File: src/rtl/gnn_pkg.sv
// gnn_pkg: shared widths, types and issue-FSM states for the vertex datapath
`ifndef FV_size
`define FV_size 16
`endif
`ifndef Mult_per_PE
`define Mult_per_PE 4
`endif
`ifndef Max_Node_id
`define Max_Node_id 256
`endif
package gnn_pkg;
  localparam int LANES = `Mult_per_PE;
  localparam int NW = $clog2(`Max_Node_id);
  typedef logic [`FV_size-1:0] fv_t;
  typedef logic [NW-1:0] node_id_t;
  typedef enum logic {IDLE, ISSUE} issue_state_t;
endpackage

File: src/rtl/vertex_fv_fifo.sv
// vertex_fv_fifo: small vector queue; ready only while not full, no full-bypass
module vertex_fv_fifo #(
  parameter int DEPTH = 2,
  parameter int W = 8
) (
  input  logic         clk,
  input  logic         reset,
  input  logic         in_valid,
  output logic         in_ready,
  input  logic [W-1:0] in_data,
  output logic         head_valid,
  output logic [W-1:0] head_data,
  input  logic         pop
);
  localparam int AW = $clog2(DEPTH);
  typedef logic [AW:0] cnt_t;
  logic [W-1:0] mem [DEPTH];
  logic [AW-1:0] wr_ptr, rd_ptr;
  cnt_t count;
  logic push, do_pop;
  assign in_ready = count < cnt_t'(DEPTH);
  assign head_valid = count != '0;
  assign head_data = mem[rd_ptr];
  assign push = in_valid && in_ready;
  assign do_pop = pop && head_valid;
  // pointers wrap naturally because DEPTH is a power of two
  always_ff @(posedge clk or negedge reset)
    if (!reset) begin
      wr_ptr <= '0;
      rd_ptr <= '0;
      count <= '0;
    end else begin
      if (push) wr_ptr <= wr_ptr + 1'b1;
      if (do_pop) rd_ptr <= rd_ptr + 1'b1;
      count <= count + cnt_t'(push) - cnt_t'(do_pop);
    end
  // payload storage needs no reset; count guards every read
  always_ff @(posedge clk)
    if (push) mem[wr_ptr] <= in_data;
endmodule

File: src/rtl/vertex_fv_issue.sv
// vertex_fv_issue: streams queued feature vectors to the PE as 4-lane chunks with matching weights
module vertex_fv_issue
  import gnn_pkg::*;
#(
  parameter int DEPTH = 2,
  parameter int CHUNKS = 4
) (
  input  logic                                clk,
  input  logic                                reset,
  input  logic                                wt_wr_en,
  input  logic [$clog2(CHUNKS*LANES)-1:0]     wt_wr_addr,
  input  logic [`FV_size-1:0]                 wt_wr_data,
  input  logic                                fv_valid,
  output logic                                fv_ready,
  input  logic [NW-1:0]                       fv_node_id,
  input  logic [CHUNKS*LANES*`FV_size-1:0]    fv_data,
  input  logic                                issue_stall,
  output logic                                issue_valid,
  output logic                                issue_last,
  output logic [`FV_size-1:0]                 FV_RS_0,
  output logic [`FV_size-1:0]                 FV_RS_1,
  output logic [`FV_size-1:0]                 FV_RS_2,
  output logic [`FV_size-1:0]                 FV_RS_3,
  output logic [`FV_size-1:0]                 Weight_data_in_0,
  output logic [`FV_size-1:0]                 Weight_data_in_1,
  output logic [`FV_size-1:0]                 Weight_data_in_2,
  output logic [`FV_size-1:0]                 Weight_data_in_3,
  output logic [NW-1:0]                       Node_id
);
  localparam int WN = CHUNKS*LANES;
  localparam int WA = $clog2(WN);
  localparam int BW = $clog2(WN*`FV_size);
  localparam int CW = CHUNKS > 1 ? $clog2(CHUNKS) : 1;
  localparam int PW = NW + WN*`FV_size;
  typedef logic [CW-1:0] cnt_t;
  localparam cnt_t LAST_C = cnt_t'(CHUNKS-1);
  logic [PW-1:0] head_data;
  logic [WN*`FV_size-1:0] head_vec;
  node_id_t head_node, node_d;
  logic head_valid, pop, start, adv, stop, load, valid_d, last_d;
  issue_state_t state_q, state_d;
  cnt_t chunk_cnt, cnt_d, sel;
  fv_t wt_q [WN];
  fv_t fv_lane_q [LANES];
  fv_t wt_lane_q [LANES];
  fv_t fv_lane_d [LANES];
  fv_t wt_lane_d [LANES];
  vertex_fv_fifo #(.DEPTH(DEPTH), .W(PW)) u_fifo (
    .clk        (clk),
    .reset      (reset),
    .in_valid   (fv_valid),
    .in_ready   (fv_ready),
    .in_data    ({fv_node_id, fv_data}),
    .head_valid (head_valid),
    .head_data  (head_data),
    .pop        (pop)
  );
  assign {head_node, head_vec} = head_data;
  assign FV_RS_0 = fv_lane_q[0];
  assign FV_RS_1 = fv_lane_q[1];
  assign FV_RS_2 = fv_lane_q[2];
  assign FV_RS_3 = fv_lane_q[3];
  assign Weight_data_in_0 = wt_lane_q[0];
  assign Weight_data_in_1 = wt_lane_q[1];
  assign Weight_data_in_2 = wt_lane_q[2];
  assign Weight_data_in_3 = wt_lane_q[3];
  // weight register file; a chunk loaded on a write edge still sees the old value
  always_ff @(posedge clk or negedge reset)
    if (!reset) for (int i = 0; i < WN; i++) wt_q[i] <= '0;
    else if (wt_wr_en) wt_q[wt_wr_addr] <= wt_wr_data;
  // next chunk selection: start a new head (from IDLE or right after a last chunk), step, or drain to IDLE
  always_comb begin
    start = !issue_stall && head_valid && (state_q == IDLE || issue_last);
    adv = !issue_stall && state_q == ISSUE && !issue_last;
    stop = !issue_stall && state_q == ISSUE && issue_last && !head_valid;
    load = start || adv;
    sel = start ? '0 : chunk_cnt + cnt_t'(1);
    pop = load && sel == LAST_C;
    state_d = load ? ISSUE : stop ? IDLE : state_q;
    cnt_d = load ? sel : stop ? '0 : chunk_cnt;
    valid_d = load ? 1'b1 : stop ? 1'b0 : issue_valid;
    last_d = load ? sel == LAST_C : stop ? 1'b0 : issue_last;
    node_d = load ? head_node : stop ? '0 : Node_id;
    for (int j = 0; j < LANES; j++) begin
      fv_lane_d[j] = load ? head_vec[BW'((int'(sel)*LANES + j)*`FV_size) +: `FV_size] : stop ? '0 : fv_lane_q[j];
      wt_lane_d[j] = load ? wt_q[WA'(int'(sel)*LANES + j)] : stop ? '0 : wt_lane_q[j];
    end
  end
  // registered issue outputs and FSM state
  always_ff @(posedge clk or negedge reset)
    if (!reset) begin
      state_q <= IDLE;
      chunk_cnt <= '0;
      issue_valid <= 1'b0;
      issue_last <= 1'b0;
      Node_id <= '0;
      for (int j = 0; j < LANES; j++) begin
        fv_lane_q[j] <= '0;
        wt_lane_q[j] <= '0;
      end
    end else begin
      state_q <= state_d;
      chunk_cnt <= cnt_d;
      issue_valid <= valid_d;
      issue_last <= last_d;
      Node_id <= node_d;
      for (int j = 0; j < LANES; j++) begin
        fv_lane_q[j] <= fv_lane_d[j];
        wt_lane_q[j] <= wt_lane_d[j];
      end
    end
endmodule

File: config.mk
export PLATFORM = sky130hd
export DESIGN_NAME = vertex_fv_issue
export DESIGN_NICKNAME = d
export VERILOG_FILES = /design/src/rtl/gnn_pkg.sv /design/src/rtl/vertex_fv_fifo.sv /design/src/rtl/vertex_fv_issue.sv
export SDC_FILE = /design/constraint.sdc
export NUM_CORES = 1
export LEC_CHECK = 0
export ABC_AREA = 1
export CELL_PAD_IN_SITES_DETAIL_PLACEMENT = 1
export CELL_PAD_IN_SITES_GLOBAL_PLACEMENT = 1
export CORE_ASPECT_RATIO = 1.4
export CORE_MARGIN = 5
export CORE_UTILIZATION = 30
export CTS_CLUSTER_SIZE = 24
export DETAILED_ROUTE_END_ITERATION = 8
export PLACE_DENSITY = 0.7
export SKIP_LAST_GASP = 1
export SYNTH_ARGS = -nofsm -noshare
export SYNTH_HDL_FRONTEND = slang
export SYNTH_SLANG_ARGS = --single-unit
File: constraint.sdc
create_clock -name clk -period 11.26 [get_ports clk]
set_clock_uncertainty 0.1 [all_clocks]
set_input_delay 1.689 -clock clk [delete_from_list [all_inputs] [get_ports clk]]
set_output_delay 1.689 -clock clk [all_outputs]
set_load 0.005 [all_outputs]
# --- Yosys cells after proc, flatten, opt, wreduce, memory -nomap -nowiden ---
# Memory sizes are Yosys's and may differ from the RTL's.
# Index checks and enable logic that the tools add are counted.
# W data, S select, Z words.
totals:
  in_bits: 289
  n_memories: 1
  ff_bits: 400
  elab_cells: 109
  ramBits: 528
op_classes:
  addsub: 8
  n_reduce_logical: 17
  n_mux: 34
  n_shift: 4
  bitwise_logic: 6
  n_lt_le_gt_ge: 7
  n_eq_ne: 1
memory_table:
  columns: ["name", "words", "width", "rd", "rd_clocked_by_memory_dff", "wr", "line", "text"]
  rows:
  - ["u_fifo.mem", 2, 264, 1, 0, 1, "vertex_fv_fifo.sv:17", "logic [W-1:0] mem [DEPTH];"]
ops:
  columns: ["op", "n"]
  rows:
  - ["$shiftx A256 B8 Y16", 4]
  - ["$mux W16", 18]
  - ["$bmux W16 S4", 4]
  - ["$bwmux W256", 1]
  - ["$demux W16 S4", 1]
  - ["$ge A4 B5 Y1 const B", 4]
  - ["$mux W8", 2]
  - ["$not A4 Y4", 4]
  - ["$logic_and A1 B1 Y1", 10]
  - ["$add A4 B2 Y4 const B", 2]
  - ["$mux W2", 3]
  - ["$ge A5 B5 Y1 const B", 1]
  - ["$lt A5 B1 Y1 const B", 1]
  - ["$mux W1", 5]
  - ["$not A4 Y5", 1]
  - ["$add A4 B1 Y4 const B", 1]
  - ["$reduce_bool A2 Y1", 2]
  - ["$logic_not A1 Y1", 3]
  - ["$add A1 B1 Y1 const B", 2]
  - ["$add A2 B1 Y2", 1]
  - ["$add A2 B1 Y2 const B", 1]
  - ["$eq A2 B2 Y1 const B", 1]
  - ["$logic_or A1 B1 Y1", 2]
  - ["$lt A2 B2 Y1 const B", 1]
  - ["2 further kinds", 2]

# --- Logic depth before layout (Yosys ltp) ---
logic_depth:
  word_depth: 10
  ltp_mapped: 12
  ltp_nobuf: 11

# --- Cells and area by module ---
# From an unflattened synthesis, not the netlist that was laid out.
hier_totals:
  cells_unflattened: 3582
  area_unflattened_um2: 36965.5
modules_own_cells:
  columns: ["module", "seq_area_each_um2", "n_inst", "cells_each", "area_per_inst_um2"]
  rows:
  - ["vertex_fv_fifo", 15955.3, 1, 1402, 19323.5]
  - ["vertex_fv_issue", 9909.5, 1, 2180, 17641.9]

# --- Least setup slack after synthesis ---
# Ideal clock, no wire load.
synth_timing:
  kind: "input port to flip-flop"
  from: "input port fv_valid"
  to: "memory u_fifo.mem[0][0] (netlist name), enable pin"
  required_time_ns: 10.527
  setup_time_ns: 0.633
  cell_stages: 2
  path_slack_ns: 3.081
  path_buffers: 0
  arrival_time_ns: 7.446
  cell_sequence: "nand2_1 nor2_1"
synth_between:
  elab_chain_len: 3
synth_rtl:
  columns: ["item", "line", "text"]
  rows:
  - ["from (decl)", "vertex_fv_issue.sv:13", "input logic fv_valid,"]
  - ["$logic_and A1 B1 Y1", "vertex_fv_fifo.sv:24", "assign push = in_valid && in_ready;"]
  - ["$mux W1", "vertex_fv_fifo.sv:39", "if (push) mem[wr_ptr] <= in_data;"]
  - ["$mux W1 (implied by the code)", "vertex_fv_fifo.sv:39", null]
  - ["to (decl)", "vertex_fv_fifo.sv:17", null]
# Every way passes these cells.

# --- Final worst setup path ---
layout_timing:
  from: "input port issue_stall"
  to: "register u_fifo.count[1]"
layout_between:
  elab_chain_len: 8
layout_rtl:
  columns: ["item", "line", "text"]
  rows:
  - ["from (decl)", "vertex_fv_issue.sv:17", "input logic issue_stall,"]
  - ["$logic_not A1 Y1 *", "vertex_fv_issue.sv:73, vertex_fv_issue.sv:74", null]
  - ["$logic_and A1 B1 Y1 (2 in series)", "vertex_fv_issue.sv:73", "start = !issue_stall && head_valid && (state_q == IDLE || issue_last);"]
  - ["$mux W2", "vertex_fv_issue.sv:77", "sel = start ? '0 : chunk_cnt + cnt_t'(1);"]
  - ["$eq A2 B2 Y1", "vertex_fv_issue.sv:78", "pop = load && sel == LAST_C;"]
  - ["$logic_and A1 B1 Y1 *", "vertex_fv_issue.sv:78", null]
  - ["$logic_and A1 B1 Y1 *", "vertex_fv_fifo.sv:25", "assign do_pop = pop && head_valid;"]
  - ["net u_fifo.do_pop", "vertex_fv_fifo.sv:20", "logic push, do_pop;"]
  - ["$sub A2 B1 Y2 *", "vertex_fv_fifo.sv:35", "count <= count + cnt_t'(push) - cnt_t'(do_pop);"]
  - ["to (signal assigned)", "vertex_fv_fifo.sv:35", null]
  - ["to (decl)", "vertex_fv_fifo.sv:19", "cnt_t count;"]
# The timed path passes the listed nets; every way through them passes the cells marked *.
# A chain may end at the register's enable or synchronous reset.

==> flow_metrics.py <==
metrics = {
    "run_status": {
        "status": "completed",
    },
    "global_route": {
        "grt_pass1_vias": 21387,
        "grt_pass1_wl_um": 126000,
        "antenna_found_initial": 7,
        "grt_usage_pct": 16.4,
        "grt_max_degree": 147,
        "overflow": 0,
    },
    "pwr": {
        "vdd_drop_max_mv": 0.149,
        "p_leak_nw": 14.5,
        "power_density_mw_per_mm2": 254,
    },
    "sta": {
        "finalSetupViolations": 0,
        "fin_crit_sh_pct": 47.5,
        "final-hold-violation-count": 0,
        "setup_ws_ns": 5.92,
        "tightest_slew_ns": 1.19,
        "tns_ns": 0,
        "rsz0062_at_grt": "no",
        "timing.final.crit_period_ns": 5.34,
        "drv_slew": 0,
        "fmax_ghz": 0.187,
        "max-slew-margin-rel_pct": 20.2,
    },
    "clocking": {
        "cts.sink_count": 672,
        "cts_tree": "done",
        "cts.clk_slew.worst_paths_ns": 0.06,
        "clock_path_buffers": 3,
        "cts_buffers": 72,
        "post_cts_resized": 0,
        "clk-insertion-delay-late_ns": 0.62,
        "postCtsSetupRepairBufs": 0,
        "cts-root-buf": "clkbuf_16",
        "htree_levels": 3,
        "postCtsHoldBufs": 0,
    },
    "min_path": {
        "hold_class": "reg2reg",
        "hp-start": "Weight_data_in_3[0]$_DFFE_PN0P_",
        "whs_endpoint": "Weight_data_in_3[0]$_DFFE_PN0P_",
        "hold_path_depth": 2,
    },
    "synth": {
        "synth_seq_cells": 672,
        "synth_area_leader_cell": "dfrtp_1",
        "ys_top_cells_by_count": "nand2_1 (909), dfrtp_1 (400), nand3_1 (353)",
        "synth.area.top_cells": "dfrtp_1 (37%), edfxtp_1 (30%), nand2_1 (13%), nand3_1 (6.5%), o21ai_0 (5.0%)",
        "avgSynthCellArea_um2": 9.91,
        "ys_types": 29,
        "ys_dominant_reg_cell": "dfrtp_1",
        "yosysSeqAreaShare_pct": 66.9,
        "synth_cells": 2741,
        "syn_area_mm2": 0.0272,
        "yosysWarnings": 0,
        "syn_nets": 3032,
        "synth_top_cell_area_share_pct": 36.8,
        "async_flop_share_pct": 59.5,
        "synthMostInstantiatedCell": "nand2_1",
        "synth-edff-count": 272,
    },
    "layout": {
        "syn_to_final_growth_pct": 23.9,
        "layout.cells.non_filler": 4221,
        "final-seq-area_mm2": 0.0182,
        "nets": 3261,
        "drive_gt1_share_pct": 6.04,
        "nFillCells": 10117,
        "multi_input_area_mm2": 0.00758,
    },
    "critical_path": {
        "critPathKind": "in2reg",
        "r2r_start": "issue_last$_DFFE_PN0P_",
        "path_delay_family": "buffers and inverters",
        "cpMaxStageDelayCell": "buf_4",
        "path_max_fanout": 117,
        "start_kind": "input pin",
        "path_buf_inv": 6,
        "r2r_slack_ns": 6.96,
        "crit_required_ns": 11.69,
        "cp-end-kind": "flip-flop",
        "r2r_end": "u_fifo.count[1]$_DFF_PN0_",
        "r2r_cells": 12,
        "critPathMaxStageDelay_ns": 0.85,
        "critPathArrivalTime_ns": 5.78,
        "crit_chain": "clkdlybuf4s50_1, inv_2, nand3_4, nand2_8, inv_4, buf_4, nand3_1, inv_1, ha_1, inv_1, ha_1, xnor2_1",
    },
    "floorplanning": {
        "die_area_mm2": 0.0968,
        "fp.dieH_um": 366,
        "start_util_pct": 30.3,
        "ioPinCount": 428,
        "core_area_mm2": 0.0898,
        "die_w_um": 264,
        "rows": 130,
    },
    "place": {
        "dp_cells": 4084,
        "hpwl_um": 48700,
        "port_buffers": 299,
        "pre_cts_slack_ns": 5.10,
        "gp_congestion": 0.722,
    },
    "routing": {
        "firstDrtPassIters": 7,
        "drt-initial-drc-count": 1120,
        "wire_per_inst_um": 19.1,
        "vias_per_cell": 4.70,
        "routed_wl_um": 80600,
        "num_vias": 19824,
        "drtAntennaViolNets": 0,
        "drcViolationCount": 0,
    },
    "job": {
        "drv_cap": 0,
    },
}
==> worst max path at each step <==
stage,from,end,slack [ns],depth (start not counted)
after floorplan,fv_valid,u_fifo.mem[0][0]$_DFFE_PP_,3.08,2
after global placement,issue_stall,u_fifo.count[1]$_DFF_PN0_,5.13,12
final,issue_stall,u_fifo.count[1]$_DFF_PN0_,5.92,12
after detailed placement,issue_stall,u_fifo.count[1]$_DFF_PN0_,5.10,12
after global routing,issue_stall,u_fifo.count[1]$_DFF_PN0_,5.56,12
after CTS,issue_stall,u_fifo.count[1]$_DFF_PN0_,5.79,12
==> layout make-up <==
cell class                 instances  area share [%]
antenna                            5          0.0372
sequential                       672            54.0
tap                             1188            4.41
inverter                         197            2.22
timing repair buffer             326            9.54
multi-input combinational       1701            22.5
clock inverter                    29            1.08
clock buffer                     103            6.21
==> layout by cell type (no fill, tap or decap), types with 17 or more instances in the layout <==
cell / n
buf_4: 26
clkbuf_16: 74
clkdlybuf4s50_1: 298
dfrtp_1: 399
edfxtp_1: 272
inv_1: 187
mux2i_1: 18
nand2_1: 909
nand3_1: 353
nor2_1: 65
o21ai_0: 271
or2_1: 17
or2_2: 17
==> state kept, by name (all words and copies together), names as in the netlist, 8 cells and up <==
register          count
u_fifo.mem          272
FV_RS_1              16
Weight_data_in_0     16
Weight_data_in_3     16
FV_RS_2              16
Weight_data_in_2     16
Weight_data_in_1     16
FV_RS_3              16
FV_RS_0              16
Node_id               8
wt_q                256
==> worst register-to-register path, stage by stage (launching register included) <==
cell	delay, ns
dfrtp_1	0.38
inv_1	0.10
nand2_1	0.11
nand3_4	0.42
nand2_8	0.61
inv_4	0.69
buf_4	0.86
nand3_1	0.26
inv_1	0.13
ha_1	0.23
inv_1	0.06
ha_1	0.15
xnor2_1	0.13
==> power by group <==
| group | internal [W] | switching [W] |
|---|---|---|
| logic | 0.000978 | 0.00162 |
| clock network | 0.00144 | 0.00102 |
| registers | 0.00319 | 0.000301 |
==> stage by stage <==
| stage | power, W | instance area, um^2 | hold WS (ns) | util, % |
|---|---|---|---|---|
| final | 0.00855 | 33700 | 0.377 | 37.5 |
| after global routing | 0.00914 | 33700 | 0.391 | 37.5 |
| after CTS | 0.00873 | 33700 | 0.381 | 37.5 |
| after detailed placement | 0.00620 | 31200 | 0.365 | 34.8 |
| after global placement | 0.00612 | 31200 | 0.358 | 34.8 |
| after floorplan | 0.00500 | 27200 | 0.345 | - |
==> kinds of logic (layout without fill, tap and decap cells) <==
logic type | Yosys count | in the layout | synth area share (%)
buf+inv | 368 | 655 | 5.41
simple gates | 1375 | 1375 | 21.1
flops | 672 | 672 | 66.9
fa+ha+maj | 2 | 2 | 0.0921
compound gates | 302 | 302 | 5.66
other cells | 0 | 5 | 0
mux | 18 | 18 | 0.663
xor+xnor | 4 | 4 | 0.129
==> per-layer routing <==
layer  global-route usage, %  up-vias  part of all wire (%)
li1                        -     9412                     -
met5                       0        -                 0.027
met3                    4.61      110                   6.1
met1                    19.2     9912                    41
met4                    4.50        4                   2.4
met2                    29.4      386                    51
(Power assumes the default switching activity.)
